===== src/rtl/xor_cipher_cfg_loader_if.sv =====
// Host/cipher-side bundle for the XOR cipher config-chain loader.
//   wr_en/wr_data : bytewise seed write
//   start/verify  : kick off a load (optionally followed by a verify pass)
//   rd_en/rd_data : bytewise readback of bits captured from the chain
//   cfg_en/cfg_do : shift enable and serial data toward the cipher chain
//   cfg_di        : serial data returning from the cipher chain
//   busy/done/match : sequence status
// master = host + cipher side, slave = loader.
interface xor_cipher_cfg_loader_if;
  logic       wr_en;
  logic [7:0] wr_data;
  logic       start;
  logic       verify;
  logic       rd_en;
  logic [7:0] rd_data;
  logic       cfg_en;
  logic       cfg_do;
  logic       cfg_di;
  logic       busy;
  logic       done;
  logic       match;

  modport master (
    output wr_en, wr_data, start, verify, rd_en, cfg_di,
    input  rd_data, cfg_en, cfg_do, busy, done, match
  );

  modport slave (
    input  wr_en, wr_data, start, verify, rd_en, cfg_di,
    output rd_data, cfg_en, cfg_do, busy, done, match
  );
endinterface


===== src/rtl/xor_cipher_cfg_loader.sv =====
// Serial config-chain initiator for the dual XOR stream cipher.
// The host writes an M-bit seed bytewise, then start shifts it MSB-first into
// the cipher chain while the bits falling out of the chain are captured for
// bytewise readback. With verify=1 a second identical pass follows and the
// returned bits are compared against the seed.
// Ports: clk, rst_n (async, active low), bus (slave modport, see interface).
module xor_cipher_cfg_loader #(
  parameter  int M  = 32,
  localparam int CW = $clog2(M)
) (
  input  logic                      clk,
  input  logic                      rst_n,
  xor_cipher_cfg_loader_if.slave    bus
);

  typedef enum logic [1:0] {IDLE, LOAD, VERIFY, DONE} state_t;

  state_t         state, state_nxt;
  logic [M-1:0]   seed, sh, cap;
  logic [CW-1:0]  cnt;
  logic           vmode;
  logic           match_q;

  logic           last;
  logic [M-1:0]   cap_in;
  logic [M-1:0]   seed_push;
  logic [M-1:0]   cap_pop;
  logic           cfg_en_o, busy_o, done_o;

  assign last      = (cnt == CW'(M-1));
  assign cap_in    = {cap[M-2:0], bus.cfg_di};
  // Shift form keeps both valid for the minimum chain length M=8.
  assign seed_push = (seed << 8) | M'(bus.wr_data);
  assign cap_pop   = cap << 8;

  // State register
  always_ff @(posedge clk or negedge rst_n) begin
    if (!rst_n) state <= IDLE;
    else        state <= state_nxt;
  end

  // Next-state logic
  always_comb begin
    state_nxt = state;
    case (state)
      IDLE:    if (bus.start) state_nxt = LOAD;
      LOAD:    if (last)      state_nxt = vmode ? VERIFY : DONE;
      VERIFY:  if (last)      state_nxt = DONE;
      DONE:                   state_nxt = IDLE;
      default:                state_nxt = IDLE;
    endcase
  end

  // Output logic
  always_comb begin
    cfg_en_o = 1'b0;
    busy_o   = 1'b0;
    done_o   = 1'b0;
    case (state)
      LOAD, VERIFY: begin
        cfg_en_o = 1'b1;
        busy_o   = 1'b1;
      end
      DONE:    done_o = 1'b1;
      default: ;
    endcase
  end

  // Datapath: seed, rotating shifter, capture, counter, verify result
  always_ff @(posedge clk or negedge rst_n) begin
    if (!rst_n) begin
      seed    <= '0;
      sh      <= '0;
      cap     <= '0;
      cnt     <= '0;
      vmode   <= 1'b0;
      match_q <= 1'b0;
    end else begin
      case (state)
        IDLE: begin
          if (bus.start) begin
            // start wins over a same-cycle write
            sh      <= seed;
            cnt     <= '0;
            vmode   <= bus.verify;
            match_q <= 1'b0;
            cap     <= '0;
          end else begin
            if (bus.wr_en) seed <= seed_push;
            if (bus.rd_en) cap  <= cap_pop;
          end
        end
        LOAD, VERIFY: begin
          // Rotate so the seed is back in place after M shifts, ready for verify.
          sh  <= {sh[M-2:0], sh[M-1]};
          cap <= cap_in;
          cnt <= last ? '0 : cnt + CW'(1);
          if (state == VERIFY && last) match_q <= (cap_in == seed);
        end
        DONE: begin
          if (bus.wr_en) seed <= seed_push;
          if (bus.rd_en) cap  <= cap_pop;
        end
        default: ;
      endcase
    end
  end

  assign bus.cfg_en  = cfg_en_o;
  assign bus.busy    = busy_o;
  assign bus.done    = done_o;
  assign bus.cfg_do  = sh[M-1];
  assign bus.match   = match_q;
  assign bus.rd_data = cap[M-1:M-8];

endmodule


===== src/flat_wrapper.sv =====
// flat-port wrapper written by rule: the top's interface ports become plain ports
module xor_cipher_cfg_loader_flat 
#(
  parameter  int M  = 32,
  localparam int CW = $clog2(M)
)
  (clk, rst_n, bus_wr_en, bus_wr_data, bus_start, bus_verify, bus_rd_en, bus_cfg_di, bus_rd_data, bus_cfg_en, bus_cfg_do, bus_busy, bus_done, bus_match);
  xor_cipher_cfg_loader_if bus_i ();
  input  logic clk;
  input  logic rst_n;
  input wire logic [$bits(bus_i.wr_en)-1:0] bus_wr_en;
  input wire logic [$bits(bus_i.wr_data)-1:0] bus_wr_data;
  input wire logic [$bits(bus_i.start)-1:0] bus_start;
  input wire logic [$bits(bus_i.verify)-1:0] bus_verify;
  input wire logic [$bits(bus_i.rd_en)-1:0] bus_rd_en;
  input wire logic [$bits(bus_i.cfg_di)-1:0] bus_cfg_di;
  output wire logic [$bits(bus_i.rd_data)-1:0] bus_rd_data;
  output wire logic [$bits(bus_i.cfg_en)-1:0] bus_cfg_en;
  output wire logic [$bits(bus_i.cfg_do)-1:0] bus_cfg_do;
  output wire logic [$bits(bus_i.busy)-1:0] bus_busy;
  output wire logic [$bits(bus_i.done)-1:0] bus_done;
  output wire logic [$bits(bus_i.match)-1:0] bus_match;
  assign bus_i.wr_en = bus_wr_en;
  assign bus_i.wr_data = bus_wr_data;
  assign bus_i.start = bus_start;
  assign bus_i.verify = bus_verify;
  assign bus_i.rd_en = bus_rd_en;
  assign bus_i.cfg_di = bus_cfg_di;
  assign bus_rd_data = bus_i.rd_data;
  assign bus_cfg_en = bus_i.cfg_en;
  assign bus_cfg_do = bus_i.cfg_do;
  assign bus_busy = bus_i.busy;
  assign bus_done = bus_i.done;
  assign bus_match = bus_i.match;
  xor_cipher_cfg_loader #(.M(M)) u_core (.clk(clk), .rst_n(rst_n), .bus(bus_i));
endmodule

===== config.mk =====
export PLATFORM = sky130hd
export DESIGN_NAME = xor_cipher_cfg_loader_flat
export DESIGN_NICKNAME = d
export VERILOG_FILES = /design/src/rtl/xor_cipher_cfg_loader_if.sv /design/src/rtl/xor_cipher_cfg_loader.sv /design/src/flat_wrapper.sv
export SDC_FILE = /design/constraint.sdc
export NUM_CORES = 1
export LEC_CHECK = 0
export BUFFER_PORTS_ARGS = -buffer_cell sky130_fd_sc_hd__buf_2
export CELL_PAD_IN_SITES_DETAIL_PLACEMENT = 1
export CELL_PAD_IN_SITES_GLOBAL_PLACEMENT = 1
export CORE_MARGIN = 1
export CORE_UTILIZATION = 50
export DETAILED_ROUTE_END_ITERATION = 7
export PLACE_DENSITY_LB_ADDON = 0.2
export SYNTH_ARGS = -nofsm -noshare
export SYNTH_HDL_FRONTEND = slang
export SYNTH_SLANG_ARGS = --single-unit

===== constraint.sdc =====
create_clock -name clk -period 2.2 [get_ports clk]
set_input_delay 0.44 -clock clk [delete_from_list [all_inputs] [get_ports clk]]
set_output_delay 0.44 -clock clk [all_outputs]
set_load 0.02 [all_outputs]

# Word level (Yosys, flattened, before mapping)
# Cells that the tools add are included.
[totals] reg_bits=105 inputBits=15 output_inout_bits=13 wordCells=50
[op_classes] add_sub_neg=1 eq_ne=10 muxes=21 bitwise=1 n_reduce_logical=10
[op_table] op="32-bit 2-to-1 mux" n=5
[op_table] op="32-bit case mux with 2 select lines" n=2
[op_table] op="32-bit case mux with 3 select lines" n=1
[op_table] op="32-bit equality test" n=1
[op_table] op="32-bit by 8-bit bitwise OR with 32-bit output" n=1
[op_table] op="5-bit 2-to-1 mux" n=2
[op_table] op="5-bit case mux with 2 select lines" n=1
[op_table] op="2-bit case mux with 4 select lines" n=1
[op_table] op="2-bit 2-to-1 mux" n=3
[op_table] op="2-bit by 1-bit inequality test with 1-bit output, second input constant" n=3
[op_table] op="2-bit AND reduction" n=3
[op_table] op="3-bit AND reduction" n=2
[op_table] op="5-bit by 1-bit adder with 5-bit output, second input constant" n=1
[op_table] op="5-bit equality test, second input constant" n=1
[op_table] op="1-bit 2-to-1 mux" n=5
[op_table] op="2-bit equality test, second input constant" n=2
[op_table] op="2-bit inequality test, second input constant" n=2
[op_table] op="2-bit nonzero test" n=2
[op_table] op="2-bit by 1-bit equality test with 1-bit output, second input constant" n=1
[op_table] op="2-bit logical NOT" n=1
[op_table] op="1-bit case mux with 2 select lines" n=1
[op_table] op="2-bit OR reduction" n=1
[op_table] op="1-bit logical AND" n=1

# Depth between registers and ports, before layout
# Gate-level depths: netlist of the first run.
[depth] word_depth=4 mapped_depth=9 ltp_nobuf=7

# Least setup slack after synthesis of the first run
# No wires, ideal clock.
[synth_timing] path_type="register to register" start="reg u_core.state[0]" end="reg u_core.sh[1]" arrival_time_ns=1.750 required_time_ns=2.066 setup_slack_ns=0.316 stages_incl_launch_ff=7 period_less_slack_ns=1.884 cell_sequence="dfrtp_1 inv_1 ha_1 buf_2 buf_2 mux2i_1 o21ai_0"
[synth_between] elab_chain_cells=4 elab_cells_between_ends=8
[synth_rtl] element="from (decl)" line="xor_cipher_cfg_loader.sv:18" source="state_t state, state_nxt;"
[synth_rtl] element="from (signal assigned)" line="xor_cipher_cfg_loader.sv:39" source="else state <= state_nxt;"
[synth_rtl] element="2-bit by 1-bit equality test with 1-bit output or 2-bit equality test (tied branches)" line="xor_cipher_cfg_loader.sv:79" source="case (state)"
[synth_rtl] element="2-bit OR reduction" line="xor_cipher_cfg_loader.sv:79"
[synth_rtl] element="2-bit nonzero test (no line)"
[synth_rtl] element="2-bit AND reduction (no line)"
[synth_rtl] element="to (signal assigned)" line="xor_cipher_cfg_loader.sv:95" source="sh <= {sh[M-2:0], sh[M-1]};"
[synth_rtl] element="to (decl)" line="xor_cipher_cfg_loader.sv:19" source="logic [M-1:0] seed, sh, cap;"
# Parallel ways exist; a longest one is shown, timed or not.
# A chain may end at the register's enable or synchronous reset.

# Final worst setup path of the first run
[layout_timing] start="reg u_core.state[0]" end="reg u_core.seed[0]"
[layout_between] elab_chain_cells=3 elab_cells_between_ends=6
[layout_rtl] element="2-bit equality test or 2-bit logical NOT (tied branches)" line="xor_cipher_cfg_loader.sv:79"
[layout_rtl] element="2-bit nonzero test (no line) or 2-bit inequality test (tied branches)"
[layout_rtl] element="2-bit AND reduction (no line)"
[layout_rtl] element="to (signal assigned)" line="xor_cipher_cfg_loader.sv:89" source="if (bus.wr_en) seed <= seed_push;"
[layout_rtl] element="to (signal assigned)" line="xor_cipher_cfg_loader.sv:101" source="if (bus.wr_en) seed <= seed_push;"
[layout_rtl] element="to (decl)" line="xor_cipher_cfg_loader.sv:19"
# Parallel ways exist; a longest one is shown, timed or not.

==> impl_metrics.yaml, run 1 <==
synth:
  ys_top_cells_by_area: "dfrtp_1 (50%), mux2i_1 (11%), mux2_4 (8.6%)"
  yosys_warnings: 0
  syn_inst: 443
  synth.distinct_cells: 37
  synth.ff_latch_count: 105
  synth_nets: 464
  ys_seq_area_frac: 0.504
  avgSynthCellArea_um2: 11.8
  synth_top_area_share: 0.504
  yosysTopAreaCell: "dfrtp_1"
  syn_area_um2: 5210
setup_path:
  max_stage_delay_ns: 0.54
  path_class: "reg -> reg"
  endpoint_kind: "flop"
  crit_buf_inv: 1
  cp_max_fo: 32
  start_kind: "flop"
  slowest_stage: "nand2b_4"
  cp_top_family: "simple AND/OR/NAND/NOR gates"
  path_cells: "inv_1 > ha_4 > nor2b_4 > a21oi_4 > nand2b_4 > mux2_1"
  arrival_ns: 2.35
  crit_required_ns: 2.47
floorplan:
  start_util: 0.524
  rows: 36
  design.die.area_um2: 10800
  die_h_um: 104
  core-area_um2: 9950
  die_w_um: 104
  ios: 28
route:
  viasPerCell: 5.63
  drt-initial-drc-count: 138
  drtPass1Iterations: 7
  drcViolationCount: 0
  via_count: 3367
  wire_per_inst_um: 19.9
  routed_wl_mm: 11.9
  postRouteAntennaNets: 0
layout:
  synthToLayoutAreaGrowth_pct: 9.19
  drive_gt1_frac: 0.206
  instances_no_fill: 598
  num-nets-final: 481
  diodes: 0
global_route:
  grt_max_degree: 44
  grt_usage: 0.238
  grt_pass1_vias: 3560
  grt_pass1_wl_mm: 19.7
  grt.overflow.total: 0
  grt_antenna_before_repair: 0
clocking:
  clock-root-buffer: "clkbuf_8"
  clkTransAtPathRegs_ns: 0.10
  cts_tree: "yes"
  postCtsHoldBufs: 0
  cts_resized: 0
  clock_path_buffers: 2
  clkSinkCount: 105
  cts_buffers: 9
  cts.htree.levels: 3
  clk-insertion-delay-late_ns: 0.39
  cts_setup_buffers: 0
timing:
  fin_ws_ns: 0.124
  max_freq_mhz: 482
  skew_ns: 0.0153
  finalCritPeriodShare: 0.944
  worst_slew_pin_slew_ns: 0.618
  holdWs_ns: 0.0350
  finalCriticalPeriod_ns: 2.08
  finalSetupViolCount: 0
  hold_viol_final: 0
  slew_headroom: 0.588
  setup_tns_ns: 0
  rsz0062_at_grt: "no"
  drv_slew: 0
place:
  pre_cts_ws_ns: 0.113
  dpl.hpwl_mm: 8.34
  dp.cells: 582
  place.gp.congestion: 0.772
  io_buffer_count: 27
run:
  cap_viol_max_count: 0
pwr:
  vdd_drop_max_v: 0.000858
  p_leak_uw: 0.00282
  total_power_uw: 9090
  powerDensity_nw_per_um2: 1600
run_status:
  status: "finished, final reports clean"
min_path:
  min_path_type: "in -> async"
-- cells in the final DEF, fill, tap and decap left out, types with 2 or more instances in the layout --
cell,instances
a21oi_1,3
buf_2,26
o21ai_1,13
buf_12,4
nor4_1,7
mux2_4,30
mux2_1,2
mux2_2,2
xor2_1,29
o221ai_1,2
ha_1,5
nand2_1,61
bufinv_16,3
a22o_1,8
nor2_1,5
dfrtp_1,104
o21ai_0,47
nor2b_1,3
nand3_1,2
buf_4,10
xnor2_1,3
inv_1,5
o31ai_1,3
mux2i_1,58
clkbuf_8,10
nand4_1,2
-- flip-flops by register name, indices dropped and copies added (netlist names) --
| signal | cells |
|---|---|
| u_core.cap | 32 |
| u_core.seed | 32 |
| u_core.sh | 32 |
| u_core.cnt | 5 |
| u_core.state | 2 |
| u_core.bus.match | 1 |
| u_core.vmode | 1 |
-- path summary, 6_finish.rpt --
kind | cells after the start | to | slack [ns] | startpoint
worst max-delay path | 6 | u_core.seed[0] | 0.12 | u_core.state[0]
worst min register to register | 2 | u_core.sh[29] | 0.49 | u_core.sh[29]
max in group asynchronous | 2 | u_core.sh[15] | 1.49 | rst_n
min in group clk | 2 | u_core.seed[0] | 0.27 | bus_wr_data[0]
worst max register to register | 6 | u_core.seed[0] | 0.12 | u_core.state[0]
worst min-delay path | 1 | u_core.cap[30] | 0.03 | rst_n
-- worst reg2reg max path: cells and delay by family, from the launching register on --
family | cells | cell delay [ns]
mux | 1 | 0.40
flops | 1 | 0.44
buf+inv | 1 | 0.12
compound gates | 1 | 0.12
simple gates | 2 | 0.69
fa+ha+maj | 1 | 0.20
-- cell families (layout without fill, tap and decap cells) --
logic type	after synthesis	count (layout)	synth area share
xor gates and xnor gates	32	32	0.0538
and+or+nand+nor	88	88	0.0778
DFF	105	105	0.504
buffers and inverters	39	61	0.0511
adders and majority gates	6	6	0.0144
AOI/OAI and AO/OA	80	80	0.0898
muxes	93	93	0.209
-- report_power, final --
group | total (uW) | internal [uW] | switching, uW
Clock | 1470 | 791 | 683
Combinational | 4200 | 2020 | 2180
Sequential | 3420 | 2640 | 777
-- cell usage after synthesis, drive strengths merged --
library cell,n
nand3,2
xnor2,3
nor2b,5
ha,6
a21oi,4
a22o,8
mux2,34
mux2i,59
buf,24
a32oi,1
and3,1
xor2,29
and2,1
nor3,1
inv,5
o31ai,3
nand4,2
nor4b,1
a32o,1
nor2,5
a21boi,1
nand2,61
o221ai,2
dfrtp,105
o21ai,60
nor4,7
clkbuf,10
nand2b,2
-- metal layers --
layer / vias up / share of wire / GRT usage
met2: 37 / 0.50 / 0.396
met3: 10 / 0.025 / 0.0470
met5: - / 0 / 0
met1: 1745 / 0.46 / 0.316
met4: 0 / 0.0083 / 0.0673
li1: 1575 / - / -
-- through the flow --
step	utilization	instance area, um^2
floorplan	-	5210
global placement	0.546	5430
detailed placement	0.546	5430
CTS	0.571	5680
global route	0.572	5690
finish	0.572	5690
-- layout make-up --
cell class	count	area [um^2]
Clock buffer	10	138
Clock inverter	6	113
Fill cell	1038	4260
Inverter	5	18.8
Multi-Input combinational cell	299	2340
Sequential cell	105	2630
Tap cell	133	166
Timing Repair Buffer	40	285
Note: power is estimated with default switching activity, not from simulation.
==> inputs of run 2 (changes only) <==
--- a/config.mk
+++ b/config.mk
@@ -10,6 +10,7 @@
 export CELL_PAD_IN_SITES_GLOBAL_PLACEMENT = 1
 export CORE_MARGIN = 1
 export CORE_UTILIZATION = 50
+export CTS_BUF_LIST = sky130_fd_sc_hd__clkbuf_2
 export DETAILED_ROUTE_END_ITERATION = 7
 export PLACE_DENSITY_LB_ADDON = 0.2
 export SYNTH_ARGS = -nofsm -noshare
==> run 2 against run 1 <==
Net effect:
- cell count up 2.8%
- die area unchanged
- combinational power up 5.2%
- sequential power about the same
- fmax down 0.70%
- critical endpoint is now bus_cfg_en
- largest cell class unchanged
- largest power group unchanged
==> impl_metrics.yaml, run 2 (synthesized netlist as in run 1, its figures left out) <==
global_route:
  grt_antenna_before_repair: 1
  grt_max_degree: 44
  grt_usage: 0.238
  grt_pass1_wl_mm: 19.8
  grt_pass1_vias: 3575
  grt.overflow.total: 0
timing:
  drv_slew: 0
  holdWs_ns: 0.0542
  finalCritPeriodShare: 0.951
  finalSetupViolCount: 0
  skew_ns: 0.0439
  worst_slew_pin_slew_ns: 0.609
  max_freq_mhz: 478
  slew_headroom: 0.594
  fin_ws_ns: 0.109
  hold_viol_final: 0
  finalCriticalPeriod_ns: 2.09
layout:
  regArea_um2: 2630
  fill_cells: 1021
  layout_common_cells: "dfrtp_1 (104), nand2_1 (61), mux2i_1 (58)"
  final_cell_area_um2: 5750
  layout_commonest_cell: "dfrtp_1"
  drive_gt1_frac: 0.212
  num-nets-final: 497
  multi_input_area_um2: 2340
  synthToLayoutAreaGrowth_pct: 10.3
  reg.largest.list: "u_core.cap: 32 flops, u_core.seed: 32 flops, u_core.sh: 32 flops"
pwr:
  p_leak_uw: 0.00286
  p_sw_frac: 0.411
  internal-power_uw: 5280
  p_clk_frac: 0.128
  vdd_drop_max_v: 0.000844
  powerDensity_nw_per_um2: 1560
  p_comb_frac: 0.493
  p_switching_uw: 3680
  total_power_uw: 8960
  seq_power_share: 0.379
setup_path:
  crit_buf_inv: 2
  arrival_ns: 1.65
  slowest_stage: "dfrtp_1"
  path_cells: "inv_1 > ha_4 > buf_2"
  endpoint_kind: "primary output"
  max_stage_delay_ns: 0.43
  cp_max_fo: 10
  path_class: "reg -> out"
  start_kind: "flop"
  crit_required_ns: 1.76
  cp_top_family: "flip-flops"
  worstReg2RegStart: "u_core.state[1]"
  startpoint: "u_core.state[1]"
floorplan:
  ios: 28
  rows: 36
  core-area_um2: 9950
  die_h_um: 104
  die_w_um: 104
  start_util: 0.524
  design.die.area_um2: 10800
place:
  place_area_um2: 5430
  place.gp.congestion: 0.772
  dpl.hpwl_mm: 8.34
  io_buffer_count: 27
  pre_cts_ws_ns: 0.113
clocking:
  clkTransAtPathRegs_ns: 0.25
  clk-insertion-delay-late_ns: 0.63
  cts_buffers: 9
  cts_tree: "yes"
  cts.htree.levels: 3
  clkSinkCount: 105
  clock-root-buffer: "clkbuf_2"
  clock_path_buffers: 2
min_path:
  min_path_type: "in -> reg"
  hp-start: "bus_verify"
route:
  postRouteAntennaNets: 0
  viasPerCell: 5.58
  drt-initial-drc-count: 120
  drtPass1Iterations: 4
  drcViolationCount: 0
  routed_wl_mm: 12.0
  wire_per_inst_um: 19.6
  via_count: 3429
run:
  cap_viol_max_count: 0
run_status:
  status: "finished, final reports clean"
-- run 2: cell count changes in the layout (fill, tap and decap cells not counted), sizes merged --
cell         delta
dlygate4sd3     +9
buf             +7
clkbuf          -1
clkinv          +1
diode           +1
-- run 2: timing repair --
action,in CTS,in global routing
hold buffers,8,1
endpoints found under the hold margin,44,1
pin swaps,0,2
buffers inserted,2,5
resized for setup,1,1
setup endpoints to repair,2,3
-- run 2: worst reg2reg max path, stage by stage, from the launching register on --
cell and delay, ns:
dfrtp_1 0.45, inv_1 0.14, ha_4 0.20, inv_1 0.08, a21oi_4 0.15, nand2b_4 0.53, mux2_1 0.38
-- run 2: area by class of cell --
cell class / count / area share
timing repair buffer: 56 / 0.0744
tap: 133 / 0.0290
inverter: 5 / 0.00327
clock inverter: 7 / 0.0202
multi-input combinational: 299 / 0.407
antenna: 1 / 0.000435
sequential: 105 / 0.457
clock buffer: 9 / 0.00784
-- run 2: per-layer routing --
layer | vias up | global-route usage | routed length (um)
li1 | 1611 | - | -
met1 | 1771 | 0.318 | 5560
met2 | 40 | 0.400 | 6100
met3 | 7 | 0.0526 | 319
met4 | 0 | 0.0490 | 72
met5 | - | 0 | 0
-- run 2: through the flow --
step | cells | utilization | setup TNS [ns]
after floorplan | 443 | - | 0
after global placement | 582 | 0.546 | 0
after detailed placement | 582 | 0.546 | 0
after CTS | 608 | 0.572 | 0
after global routing | 615 | 0.577 | -0.0310
final | 615 | 0.577 | 0
-- run 2: final timing paths --
path                       depth (start not counted)  slack (ns)              end
setup / recovery                                   3        0.11       bus_cfg_en
hold / removal                                     2        0.05     u_core.vmode
setup reg to reg                                   6        0.19  u_core.seed[31]
hold reg to reg                                    2        0.51    u_core.sh[29]
max in group asynchronous                          3        1.23    u_core.sh[15]
min in group asynchronous                          2        0.27   u_core.cap[27]
-- run 2: power by group through the flow --
stage          registers [uW]  logic (uW)  clock network [uW]
2_1_floorplan            3130        3350                   0
3_3_place_gp             3410        4000                   0
3_5_place_dp             3460        4200                   0
4_1_cts                  3400        4320                1180
5_1_grt                  3480        4820                1250
6_report                 3400        4420                1150
